--- src/rtl/cla_pipe_adder.sv ---
// ---------------------------------------------------------------------------
// cla_pipe_adder
//
// Pipelined carry-lookahead adder/subtractor. A WIDTH-bit operation is split
// into GROUP-bit slices. Each slice is resolved with full generate/propagate
// lookahead, and one slice is resolved per pipeline stage. Latency is
// NSTG = WIDTH/GROUP cycles. Throughput is one beat per cycle unless the
// output is stalled.
//
// Ports
//   clk        in   rising-edge clock
//   rst        in   asynchronous, active-high reset (control and outputs)
//   in_valid   in   operand beat present
//   in_ready   out  beat can be accepted this cycle (= !stall)
//   in_a       in   operand A [WIDTH]
//   in_b       in   operand B [WIDTH]
//   cin        in   carry-in, add mode only
//   sub        in   0: A+B+cin, 1: A-B (cin ignored)
//   out_valid  out  result present
//   out_ready  in   downstream accepts result
//   sum        out  result modulo 2^WIDTH
//   cout       out  carry out of the MSB (sub: 1 = no borrow)
//   ovf        out  signed overflow
// ---------------------------------------------------------------------------
module cla_pipe_adder #(
    parameter int WIDTH = 16,
    parameter int GROUP = 4
) (
    input  logic             clk,
    input  logic             rst,
    input  logic             in_valid,
    output logic             in_ready,
    input  logic [WIDTH-1:0] in_a,
    input  logic [WIDTH-1:0] in_b,
    input  logic             cin,
    input  logic             sub,
    output logic             out_valid,
    input  logic             out_ready,
    output logic [WIDTH-1:0] sum,
    output logic             cout,
    output logic             ovf
);

    localparam int NSTG = WIDTH / GROUP;
    // Inter-stage register count. A single-stage build needs none, but the
    // array is kept at one entry so that it stays legal.
    localparam int NREG = (NSTG > 1) ? NSTG - 1 : 1;

    generate
        if ((WIDTH % GROUP) != 0 || WIDTH < GROUP) begin : g_param_check
            $error("cla_pipe_adder: WIDTH must be a nonzero multiple of GROUP");
        end
    endgenerate

    // One GROUP-bit lookahead slice.
    // Result layout: {carry into slice MSB, carry out, sum[GROUP-1:0]}.
    // Every internal carry is expanded as the full sum of products
    //   c[i+1] = g[i] | p[i]g[i-1] | ... | p[i..0]c0
    // so no carry ripples inside the slice.
    function automatic logic [GROUP+1:0] cla_slice(
        input logic [GROUP-1:0] a,
        input logic [GROUP-1:0] b,
        input logic             c0
    );
        logic [GROUP-1:0] g;
        logic [GROUP-1:0] p;
        logic [GROUP:0]   c;
        logic             term;
        logic             prod;
        g    = a & b;
        p    = a ^ b;
        c    = '0;
        c[0] = c0;
        for (int i = 0; i < GROUP; i++) begin
            prod = c0;
            for (int j = 0; j <= i; j++) begin
                prod = prod & p[j];
            end
            term = prod;
            for (int j = 0; j <= i; j++) begin
                prod = g[j];
                for (int m = j + 1; m <= i; m++) begin
                    prod = prod & p[m];
                end
                term = term | prod;
            end
            c[i+1] = term;
        end
        return {c[GROUP-1], c[GROUP], p ^ c[GROUP-1:0]};
    endfunction

    // Skew registers between stages. Stage k's register holds:
    //   the full operands, of which only the slices above k are still needed;
    //   the partial sum, whose slices 0..k are finished;
    //   the carry out of slice k.
    logic [WIDTH-1:0] a_p     [NREG];
    logic [WIDTH-1:0] b_p     [NREG];
    logic [WIDTH-1:0] sum_p   [NREG];
    logic             carry_p [NREG];

    // Valid bit per stage. The last entry is the output-register valid.
    logic             vld_p   [NSTG];

    // Stage inputs (from ports for stage 0, else from the previous register)
    logic [WIDTH-1:0] a_in    [NSTG];
    logic [WIDTH-1:0] b_in    [NSTG];
    logic [WIDTH-1:0] sum_in  [NSTG];
    logic             c_in    [NSTG];
    logic             vld_in  [NSTG];

    // Stage results
    logic [GROUP+1:0] slice_r [NSTG];
    logic [WIDTH-1:0] sum_nxt [NSTG];

    logic stall;

    assign out_valid = vld_p[NSTG-1];
    // Everything moves in lock-step, so a held output freezes the whole pipe.
    assign stall     = vld_p[NSTG-1] & ~out_ready;
    assign in_ready  = ~stall;

    always_comb begin
        // Operand prep at accept: subtraction is A + ~B + 1.
        a_in[0]   = in_a;
        b_in[0]   = sub ? ~in_b : in_b;
        c_in[0]   = sub ? 1'b1 : cin;
        sum_in[0] = '0;
        vld_in[0] = in_valid;
        for (int k = 1; k < NSTG; k++) begin
            a_in[k]   = a_p[k-1];
            b_in[k]   = b_p[k-1];
            c_in[k]   = carry_p[k-1];
            sum_in[k] = sum_p[k-1];
            vld_in[k] = vld_p[k-1];
        end
        for (int k = 0; k < NSTG; k++) begin
            slice_r[k] = cla_slice(a_in[k][k*GROUP +: GROUP],
                                   b_in[k][k*GROUP +: GROUP],
                                   c_in[k]);
            sum_nxt[k] = sum_in[k];
            sum_nxt[k][k*GROUP +: GROUP] = slice_r[k][GROUP-1:0];
        end
    end

    // Control and output registers. These carry reset, so in-flight beats
    // are discarded and the visible result clears immediately.
    always_ff @(posedge clk or posedge rst) begin
        if (rst) begin
            for (int k = 0; k < NSTG; k++) begin
                vld_p[k] <= 1'b0;
            end
            sum  <= '0;
            cout <= 1'b0;
            ovf  <= 1'b0;
        end else if (!stall) begin
            for (int k = 0; k < NSTG; k++) begin
                vld_p[k] <= vld_in[k];
            end
            // Bubbles leave the last result in place.
            if (vld_in[NSTG-1]) begin
                sum  <= sum_nxt[NSTG-1];
                cout <= slice_r[NSTG-1][GROUP];
                ovf  <= slice_r[NSTG-1][GROUP+1] ^ slice_r[NSTG-1][GROUP];
            end
        end
    end

    // Datapath skew registers. These have no reset. Their contents only
    // matter when the matching valid bit is set.
    always_ff @(posedge clk) begin
        if (!stall) begin
            for (int k = 0; k < NSTG - 1; k++) begin
                a_p[k]     <= a_in[k];
                b_p[k]     <= b_in[k];
                sum_p[k]   <= sum_nxt[k];
                carry_p[k] <= slice_r[k][GROUP];
            end
        end
    end

endmodule

--- config.mk ---
export PLATFORM = sky130hd
export DESIGN_NAME = cla_pipe_adder
export DESIGN_NICKNAME = d
export VERILOG_FILES = /design/src/rtl/cla_pipe_adder.sv
export SDC_FILE = /design/constraint.sdc
export NUM_CORES = 1
export LEC_CHECK = 0
export ABC_CLOCK_PERIOD_IN_PS = 5000
export CAP_MARGIN = 20
export CELL_PAD_IN_SITES_DETAIL_PLACEMENT = 1
export CELL_PAD_IN_SITES_GLOBAL_PLACEMENT = 2
export CORE_ASPECT_RATIO = 1.4
export CORE_MARGIN = 2
export CORE_UTILIZATION = 30
export CTS_CLUSTER_DIAMETER = 80
export DETAILED_ROUTE_END_ITERATION = 10
export MAX_ROUTING_LAYER = met4
export PLACE_DENSITY = 0.7
export SLEW_MARGIN = 20
export SYNTH_ARGS = -nofsm -noshare
export SYNTH_HDL_FRONTEND = slang
export SYNTH_SLANG_ARGS = --single-unit
--- constraint.sdc ---
create_clock -name clk -period 5 [get_ports clk]
set_input_delay 0.75 -clock clk [delete_from_list [all_inputs] [get_ports clk]]
set_output_delay 0.75 -clock clk [all_outputs]
set_load 0.01 [all_outputs]
======== Yosys cells after proc, flatten, opt, wreduce, memory -nomap -nowiden ========
Memories as Yosys holds them, arrays and structs flattened. A register that Yosys moved wholly into a read port is not among the register bits.
Index checks and enable logic that the tools add are counted.
word-level totals
  bits in registers ....................... 22
  bits in writable memories ............... 147
  input bits .............................. 38
  output and inout bits ................... 20
  logic and storage cells ................. 112
  memories kept ........................... 4
memory list
  memory   depth  width  rd ports  clocked after Yosys merged registers in  write ports  line  text
  a_p      3      16     3         0                                        3            96    logic [WIDTH-1:0] a_p [NREG];
  b_p      3      16     3         0                                        3            97    logic [WIDTH-1:0] b_p [NREG];
  sum_p    3      16     3         1                                        3            98    logic [WIDTH-1:0] sum_p [NREG];
  carry_p  3      1      3         0                                        3            99    logic carry_p [NREG];
operators by class
  mux-type cells .......................... 3
  bitwise logic cells ..................... 97
  reductions and logical operators ........ 1
operators with widths
  operator          count
  $and 1x1->1       41
  $or 1x1->1        40
  $xor 4x4->4       8
  $and 4x4->4       4
  $mux 16           1
  $not 16->16       1
  $mux 1            2
  $not 1->1         2
  $reduce_and 2->1  1
  $xor 1x1->1       1

======== Longest topological paths before layout ========
Gate-level depths: netlist (run 1).
  depth in word-level cells ............... 11
  mapped depth ............................ 7
  mapped depth without buffers ............ 6

======== Worst setup path after synthesis (run 1) ========
OpenSTA, ideal clock, no wires.
  kind .................................... in2out
  start point ............................. input port out_ready
  end point ............................... output port in_ready
  data arrival time ....................... 1836 ps
  data required time ...................... 4250 ps
  setup slack ............................. 2414 ps
  stages .................................. 3
  path buffers ............................ 1
  path through ............................ nor2b_1 buf_4 inv_2
on the way
  longest elaborated chain between the ends .. 3
RTL lines
  item                        line  text
  start, declared             38    input logic out_ready,
  $not 1->1                   119   assign stall = vld_p[NSTG-1] & ~out_ready;
  $and 1x1->1                 119
  $not 1->1 (no source line)  --
  end, declared               32    output logic in_ready,
Every way passes these cells.

======== Final worst setup path (run 1) ========
Same ends and word-level chain as after synthesis.

==> results of run 1 <==
## synth_stat cells, drive strengths merged
| master | number | area, um^2 |
|---|---|---|
| nor2 | 8 | 37.5 |
| a21oi | 4 | 20.0 |
| o21a | 3 | 22.5 |
| xnor2 | 4 | 35.0 |
| fa | 4 | 80.1 |
| dfrtp | 22 | 551 |
| o31ai | 2 | 15.0 |
| o211a | 1 | 10.0 |
| a21o | 5 | 37.5 |
| a31oi | 1 | 6.26 |
| nor3 | 2 | 10.0 |
| nor2b | 4 | 25.0 |
| or2 | 1 | 6.26 |
| inv | 10 | 37.5 |
| or3b | 1 | 8.76 |
| xor2 | 22 | 193 |
| o21ai | 11 | 55.1 |
| ha | 20 | 250 |
| mux2 | 12 | 135 |
| buf | 4 | 28.8 |
| o31a | 1 | 8.76 |
| edfxtp | 75 | 2250 |
| nand2 | 9 | 33.8 |
## per-stage QoR
step / instance area, um^2 / hold slack (ps) / util (%) / worst slack [ps] / power, mW
finish: 4900 / 415 / 38.6 / 1670 / 2.81
global route: 4900 / 418 / 38.6 / 1520 / 2.99
CTS: 4900 / 419 / 38.6 / 1650 / 2.86
detailed placement: 4600 / 405 / 36.3 / 1620 / 2.18
global placement: 4600 / 402 / 36.3 / 1690 / 2.14
floorplan: 3860 / 400 / - / 2410 / 1.84
## worst min-delay path by stage
stage | from | to | cells after the start | slack (ps)
3_5_place_dp | sum_p[0][0]$_DFFE_PN_ | sum_p[1][0]$_DFFE_PN_ | 0 | 410
2_1_floorplan | a_p[0][8]$_DFFE_PN_ | a_p[0][24]$_DFFE_PN_ | 0 | 400
5_1_grt | a_p[0][9]$_DFFE_PN_ | a_p[0][25]$_DFFE_PN_ | 0 | 420
6_report | a_p[0][9]$_DFFE_PN_ | a_p[0][25]$_DFFE_PN_ | 0 | 420
3_3_place_gp | a_p[0][9]$_DFFE_PN_ | a_p[0][25]$_DFFE_PN_ | 0 | 400
4_1_cts | a_p[0][9]$_DFFE_PN_ | a_p[0][25]$_DFFE_PN_ | 0 | 420
## state kept, by name (all words and copies together), names as in the netlist
name	cells
cout	1
out_valid	1
ovf	1
carry_p	3
sum_p	24
sum	16
a_p	24
b_p	24
vld_in	3
## power groups by stage
stage	clock (mW)	combinational (mW)	sequential (mW)
after floorplan	0	0.443	1.40
final	0.669	0.763	1.38
after global routing	0.722	0.850	1.42
after detailed placement	0	0.781	1.40
after CTS	0.694	0.783	1.38
after global placement	0	0.754	1.39
## area by class of cell
class	count	share of cell area (%)
Sequential cell	97	57.2
Clock inverter	7	1.46
Multi-Input combinational cell	115	20.2
Clock buffer	9	4.60
Inverter	10	0.792
Tap cell	153	3.91
Timing Repair Buffer	58	11.8
## metal layers
layer / vias to the layer above / global-route usage, % / part of all wire [%]
li1: 947 / - / -
met1: 935 / 10.6 / 40
met2: 46 / 16.4 / 54
met3: 11 / 2.22 / 4.2
met4: 0 / 4.97 / 2.3
met5: - / - / 0
## cells by family (layout without fill, tap and decap cells)
logic type | after synthesis | after routing | share of synthesized area (%)
AND/OR/NAND/NOR | 25 | 25 | 3.15
adder cells (fa/ha/maj) | 24 | 24 | 8.56
multiplexers | 12 | 12 | 3.50
AO/OA/AOI/OAI | 28 | 28 | 4.54
flip-flops | 97 | 97 | 72.6
XOR/XNOR | 26 | 26 | 5.90
buffers and inverters | 14 | 84 | 1.72
## placed cells by master, fill, tap and decap left out, types with 2 or more instances in the layout
master / n
a21oi_1: 4
dfrtp_1: 22
fa_1: 4
mux2_2: 12
ha_1: 20
xnor2_1: 4
inv_1: 9
xor2_1: 22
clkdlybuf4s50_1: 57
nor2_1: 7
a21o_1: 5
clkinvlp_4: 3
clkbuf_16: 9
nor3_1: 2
o21ai_0: 11
clkinv_2: 3
o21a_1: 3
edfxtp_1: 75
nand2_1: 9
o31ai_1: 2
nor2b_1: 4
==> summary.txt, run 1 <==
Status
  • Status: finished, final reports clean

Clocking
  • Clock tree buffer depth: 2
  • Clk sinks: 97
  • CTS tree: yes
  • Clock root buffer: clkbuf_16
  • Inserted Clock Buffers: 9
  • H-tree level count: 3
  • Cts-stage hold buffer count: 0
  • Post-CTS setup buffers: 0
  • CTS clock-pin slew for the worst setup and hold paths: 70 ps
  • Insertion delay of the later-clocked pin in the worst-skew pair: 330 ps
  • Post-CTS resize count: 0

Drt
  • Antenna Nets Post-Route: 0
  • First-pass DRT Iterations: 4
  • DRT Wirelength: between 6 and 7 mm
  • DRC viols: 0
  • Average wire per standard cell: ~14 um
  • Vias per cell: 4.32
  • Drt initial violations: 126
  • Total vias in the final route: 1,939

Timing
  • Worst-Margin Slew: between 900 and 1000 ps
  • Final min period: roughly 3300 ps
  • Clock Skews: approximately 4.4 ps
  • Final Hold Viols: 0
  • Setup-failing EPs final: 0
  • Fin Setup TNS: 0 ps
  • Slew margin rel.: 38.4%
  • Slew Limit Fails: 0
  • Fin crit share: between 60% and 70%
  • Unrepaired setup endpoints after global routing: no
  • Max Freq: 0.300 GHz

Setup path
  • Worst-path maximum fanout: 10
  • Worst R2R Path Depth: 3
  • Worst path depth: 4
  • Reg2reg start: out_valid$_DFFE_PP0N_
  • Worst endpoint data arrival time: 2580 ps
  • Req. time, crit path: 4250 ps
  • CP endpoint kind: output port
  • CP dominant cell by count: clkdlybuf4s50_1
  • Worst Setup EP: in_ready
  • Slack of the worst reg-to-reg path: around 2900 ps
  • Critical path's slowest cell: clkdlybuf4s50_1
  • Startpoint Class: input pin
  • CP delay by family, top: buffers and inverters
  • Critical-path cell list: clkdlybuf4s50_1 -> nor2b_1 -> clkinv_2 -> clkdlybuf4s50_1
  • Setup crit start: out_ready
  • Worst R2R End: b_p[0][14]$_DFFE_PN_
  • Crit Path Class: in -> out
  • Max incr delay on CP: between 500 and 600 ps
  • WP buf/inv: 3

Logic synthesis
  • #FFs+latches synth: 97
  • Sequential area share after synthesis: 72.6%
  • Post-synthesis cell count: 226
  • Post-Syn Nets: approximately 290
  • Netlist cell types: 27
  • Synthesized area per cell: 17.1 um^2
  • Post-synthesis cell area: 3860 um^2
  • Yosys warns: 0

Floorplanning
  • Die ar.: 13,800 um^2
  • IO Count: 58
  • DIE WIDTH: 99.9 um
  • Rows: 49
  • Core ar.: 12,700 um^2
  • Die Y: 138 um
  • Initial Utilization: 30.4%

Power
  • Power per cell area: 573 nW/um^2
  • Clock share of power: a little under a quarter
  • VDD IR max: ~0.22 mV
  • Pint: 2.04 mW
  • Seq pwr share: 49.0%
  • Comb power frac: 27.2%
  • Static Leakage: ~1.9 nW
  • Sw Ratio: 27.3%
  • Sw Pwr: 766 uW

Finish
  • FILL cells: 1,291
  • Reg area: 2800 um^2
  • Post-Layout Cell Count: about 450
  • Nets: 353
  • Share of layout cells above drive strength 1: a little over a tenth
  • Multi-input logic area: 990 um^2
  • Area growth syn-to-layout: 26.9%
  • N_diodes: 0

Placement
  • Placed insts: 433
  • PortBufs: 57
  • Placed wire-length estimate: 4.45 mm
  • Global placement routability congestion: 0.711

Global route
  • Vias in the first global route: about 2,100
  • Global route overflow: 0
  • Largest net degree at the start of global routing: 76
  • Global-route wire length before repair: around 10 mm
  • GRT Total Usage: 9.73%
  • Antenna violations before repair: 0

Job
  • Max_cap viols: 0

Min path
  • Hold Crit Class: reg -> reg
Power figures use the tool's default switching activity.
==> run 2: changes to the inputs <==
--- a/config.mk
+++ b/config.mk
@@ -5,7 +5,7 @@
 export SDC_FILE = /design/constraint.sdc
 export NUM_CORES = 1
 export LEC_CHECK = 0
-export ABC_CLOCK_PERIOD_IN_PS = 5000
+export ABC_CLOCK_PERIOD_IN_PS = 3200
 export CAP_MARGIN = 20
 export CELL_PAD_IN_SITES_DETAIL_PLACEMENT = 1
 export CELL_PAD_IN_SITES_GLOBAL_PLACEMENT = 2
==> constraint.sdc (replaced) <==
create_clock -name clk -period 3.2 [get_ports clk]
set_input_delay 0.48 -clock clk [delete_from_list [all_inputs] [get_ports clk]]
set_output_delay 0.48 -clock clk [all_outputs]
set_load 0.01 [all_outputs]
==> summary.txt, run 2 (synthesized netlist as in run 1, its figures left out) <==
Clocking
  • Clock root buffer: clkbuf_16
  • Post-CTS setup buffers: 0 (unchanged)
  • CTS clock-pin slew for the worst setup and hold paths: 70 ps (about the same)
  • Clk sinks: 97 (unchanged)
  • Inserted Clock Buffers: 9 (unchanged)
  • CTS tree: yes
  • H-tree level count: 3 (unchanged)
  • Insertion delay of the later-clocked pin in the worst-skew pair: 340 ps (about the same)
  • Post-CTS resize count: 0 (unchanged)
  • Clock tree buffer depth: 2 (unchanged)
  • Cts-stage hold buffer count: 0 (unchanged)

Drt
  • DRC viols: 0 (unchanged)
  • Antenna Nets Post-Route: 0 (unchanged)
  • Average wire per standard cell: 13.6 um (-0.11%)
  • DRT Wirelength: 6.14 mm (+0.56%)
  • Drt initial violations: 69 (-45%)
  • Vias per cell: 4.29 (-0.77%)
  • Total vias in the final route: 1,937 (-0.10%)
  • First-pass DRT Iterations: 3 (-1)

Setup path
  • Req. time, crit path: 3300 ps (-950 ps)
  • Reg2reg start: out_valid$_DFFE_PP0N_
  • Startpoint Class: input pin
  • Worst R2R Path Depth: 4 (+1)
  • CP endpoint kind: register
  • Worst endpoint data arrival time: 2400 ps (-180 ps)
  • Crit Path Class: in -> reg
  • Setup crit start: sub
  • Worst-path maximum fanout: 7 (-3)

Timing
  • Setup WS post-layout: 896 ps (-776 ps)
  • Final min period: ~2300 ps
  • Clock Skews: 6.01 ps (+1.58 ps)
  • Slew margin rel.: 41.1% (+2.7 points)
  • Fin crit share: a little over 70%
  • Fin Setup TNS: 0 ps (unchanged)
  • Hold slack: 418 ps (+2.40 ps)
  • Max Freq: 0.434 GHz
  • Worst-Margin Slew: 882 ps (-40.9 ps)
  • Setup-failing EPs final: 0 (unchanged)
  • Slew Limit Fails: 0 (unchanged)
  • Unrepaired setup endpoints after global routing: no
  • Final Hold Viols: 0 (unchanged)

Finish
  • Commonest non-fill, non-tap cells in the layout: edfxtp_1 (75), clkdlybuf4s50_1 (57), xor2_1 (22), dfrtp_1 (22), ha_1 (20)
  • FILL cells: 1,274 (-1.3%)
  • Share of layout cells above drive strength 1: 11.7% (+0.89 points)
  • Commonest non-fill, non-tap cell in the layout: edfxtp_1
  • Biggest regs: a_p x24, b_p x24, sum_p x24
  • N_diodes: 0 (unchanged)
  • Nets: 356 (+0.85%)
  • Area growth syn-to-layout: 27.0% (about the same)

Global route
  • Global route overflow: 0 (unchanged)
  • Global-route wire length before repair: 10.1 mm (+1.8%)
  • Antenna violations before repair: 0 (unchanged)
  • GRT Total Usage: 9.95% (+0.22 points)
  • Vias in the first global route: 2,115 (+3.2%)
  • Largest net degree at the start of global routing: 51 (-33%)

Floorplanning
  • Die ar.: 13,800 um^2 (unchanged)
  • DIE WIDTH: 99.9 um (unchanged)
  • Rows: 49 (unchanged)
  • Core ar.: 12,700 um^2 (unchanged)
  • Initial Utilization: 30.4% (unchanged)
  • Die Y: 138 um (unchanged)
  • IO Count: 58 (unchanged)

Power
  • Pint: 3.13 mW (+53%)
  • Seq pwr share: 49.5% (+0.5 points)
  • Sw Ratio: 28.2% (+0.87 points)
  • VDD IR max: 0.267 mV (+23%)
  • Clock share of power: 22.7% (-1.1 points)
  • Pwr Total: 4.35 mW (+55%)
  • Static Leakage: 1.92 nW (+0.50%)
  • Power per cell area: 888 nW/um^2 (+55%)
  • Comb power frac: 27.8% (+0.6 points)
  • Sw Pwr: 1.23 mW (+60%)

Placement
  • PortBufs: 57 (unchanged)
  • Global placement routability congestion: 0.694 (-2.4%)
  • Dpl ws: 506 ps (-1110 ps)
  • Placed wire-length estimate: 4.58 mm (+2.8%)

Min path
  • Worst hold stages: 0 (unchanged)
  • Hold_sp: b_p[0][31]$_DFFE_PN_
  • Hold Crit Class: reg -> reg

Job
  • Max_cap viols: 0 (unchanged)

Status
  • Status: finished, final reports clean
==> run 2: worst paths after layout <==
kind,to,slack [ps]
worst max register to register,a_p[0][44]$_DFFE_PN_,1290
worst min register to register,b_p[0][47]$_DFFE_PN_,420
max in group asynchronous,sum[15]$_DFFE_PP0P_,2020
worst min-delay path,b_p[0][47]$_DFFE_PN_,420
worst max-delay path,carry_p[0][0]$_DFFE_PN_,900
min in group asynchronous,sum[10]$_DFFE_PP0P_,630
==> run 2: worst max-delay path, cell delays in order <==
cell	delay [ps]
clkdlybuf4s50_1	670
xor2_1	230
ha_1	260
ha_1	190
o21ai_0	220
a21oi_1	150
a21o_1	200
==> run 2: layout make-up <==
class | count | area, um^2 | share of cell area, %
sequential | 97 | 2800 | 57.2
inverter | 10 | 38.8 | 0.792
tap | 153 | 191 | 3.91
clock inverter | 7 | 51.3 | 1.05
timing repair buffer | 61 | 601 | 12.3
clock buffer | 9 | 225 | 4.60
multi-input combinational | 115 | 990 | 20.2
==> run 2: through the flow <==
stage / cells / cell area, um^2 / utilization [%]
after detailed placement: 436 / 4620 / 36.4
after floorplan: 226 / 3860 / -
after global routing: 452 / 4900 / 38.6
after CTS: 452 / 4900 / 38.6
after global placement: 436 / 4620 / 36.4
final: 452 / 4900 / 38.6
==> run 2: routing by layer <==
layer	track usage [%]	part of all wire (%)	wire (um)	up-vias
met4	4.97	2.7	168	0
li1	-	-	-	952
met3	3.29	5.3	328	13
met5	-	0	0	-
met2	16.2	51	3140	49
met1	10.8	41	2500	923
==> run 2: power by group through the flow <==
stage	combinational, mW	sequential (mW)	clock, mW
6_report	1.21	2.15	0.988
5_1_grt	1.36	2.21	1.06
4_1_cts	1.24	2.17	1.02
3_5_place_dp	1.24	2.19	0
3_3_place_gp	1.20	2.17	0
2_1_floorplan	0.693	2.19	0
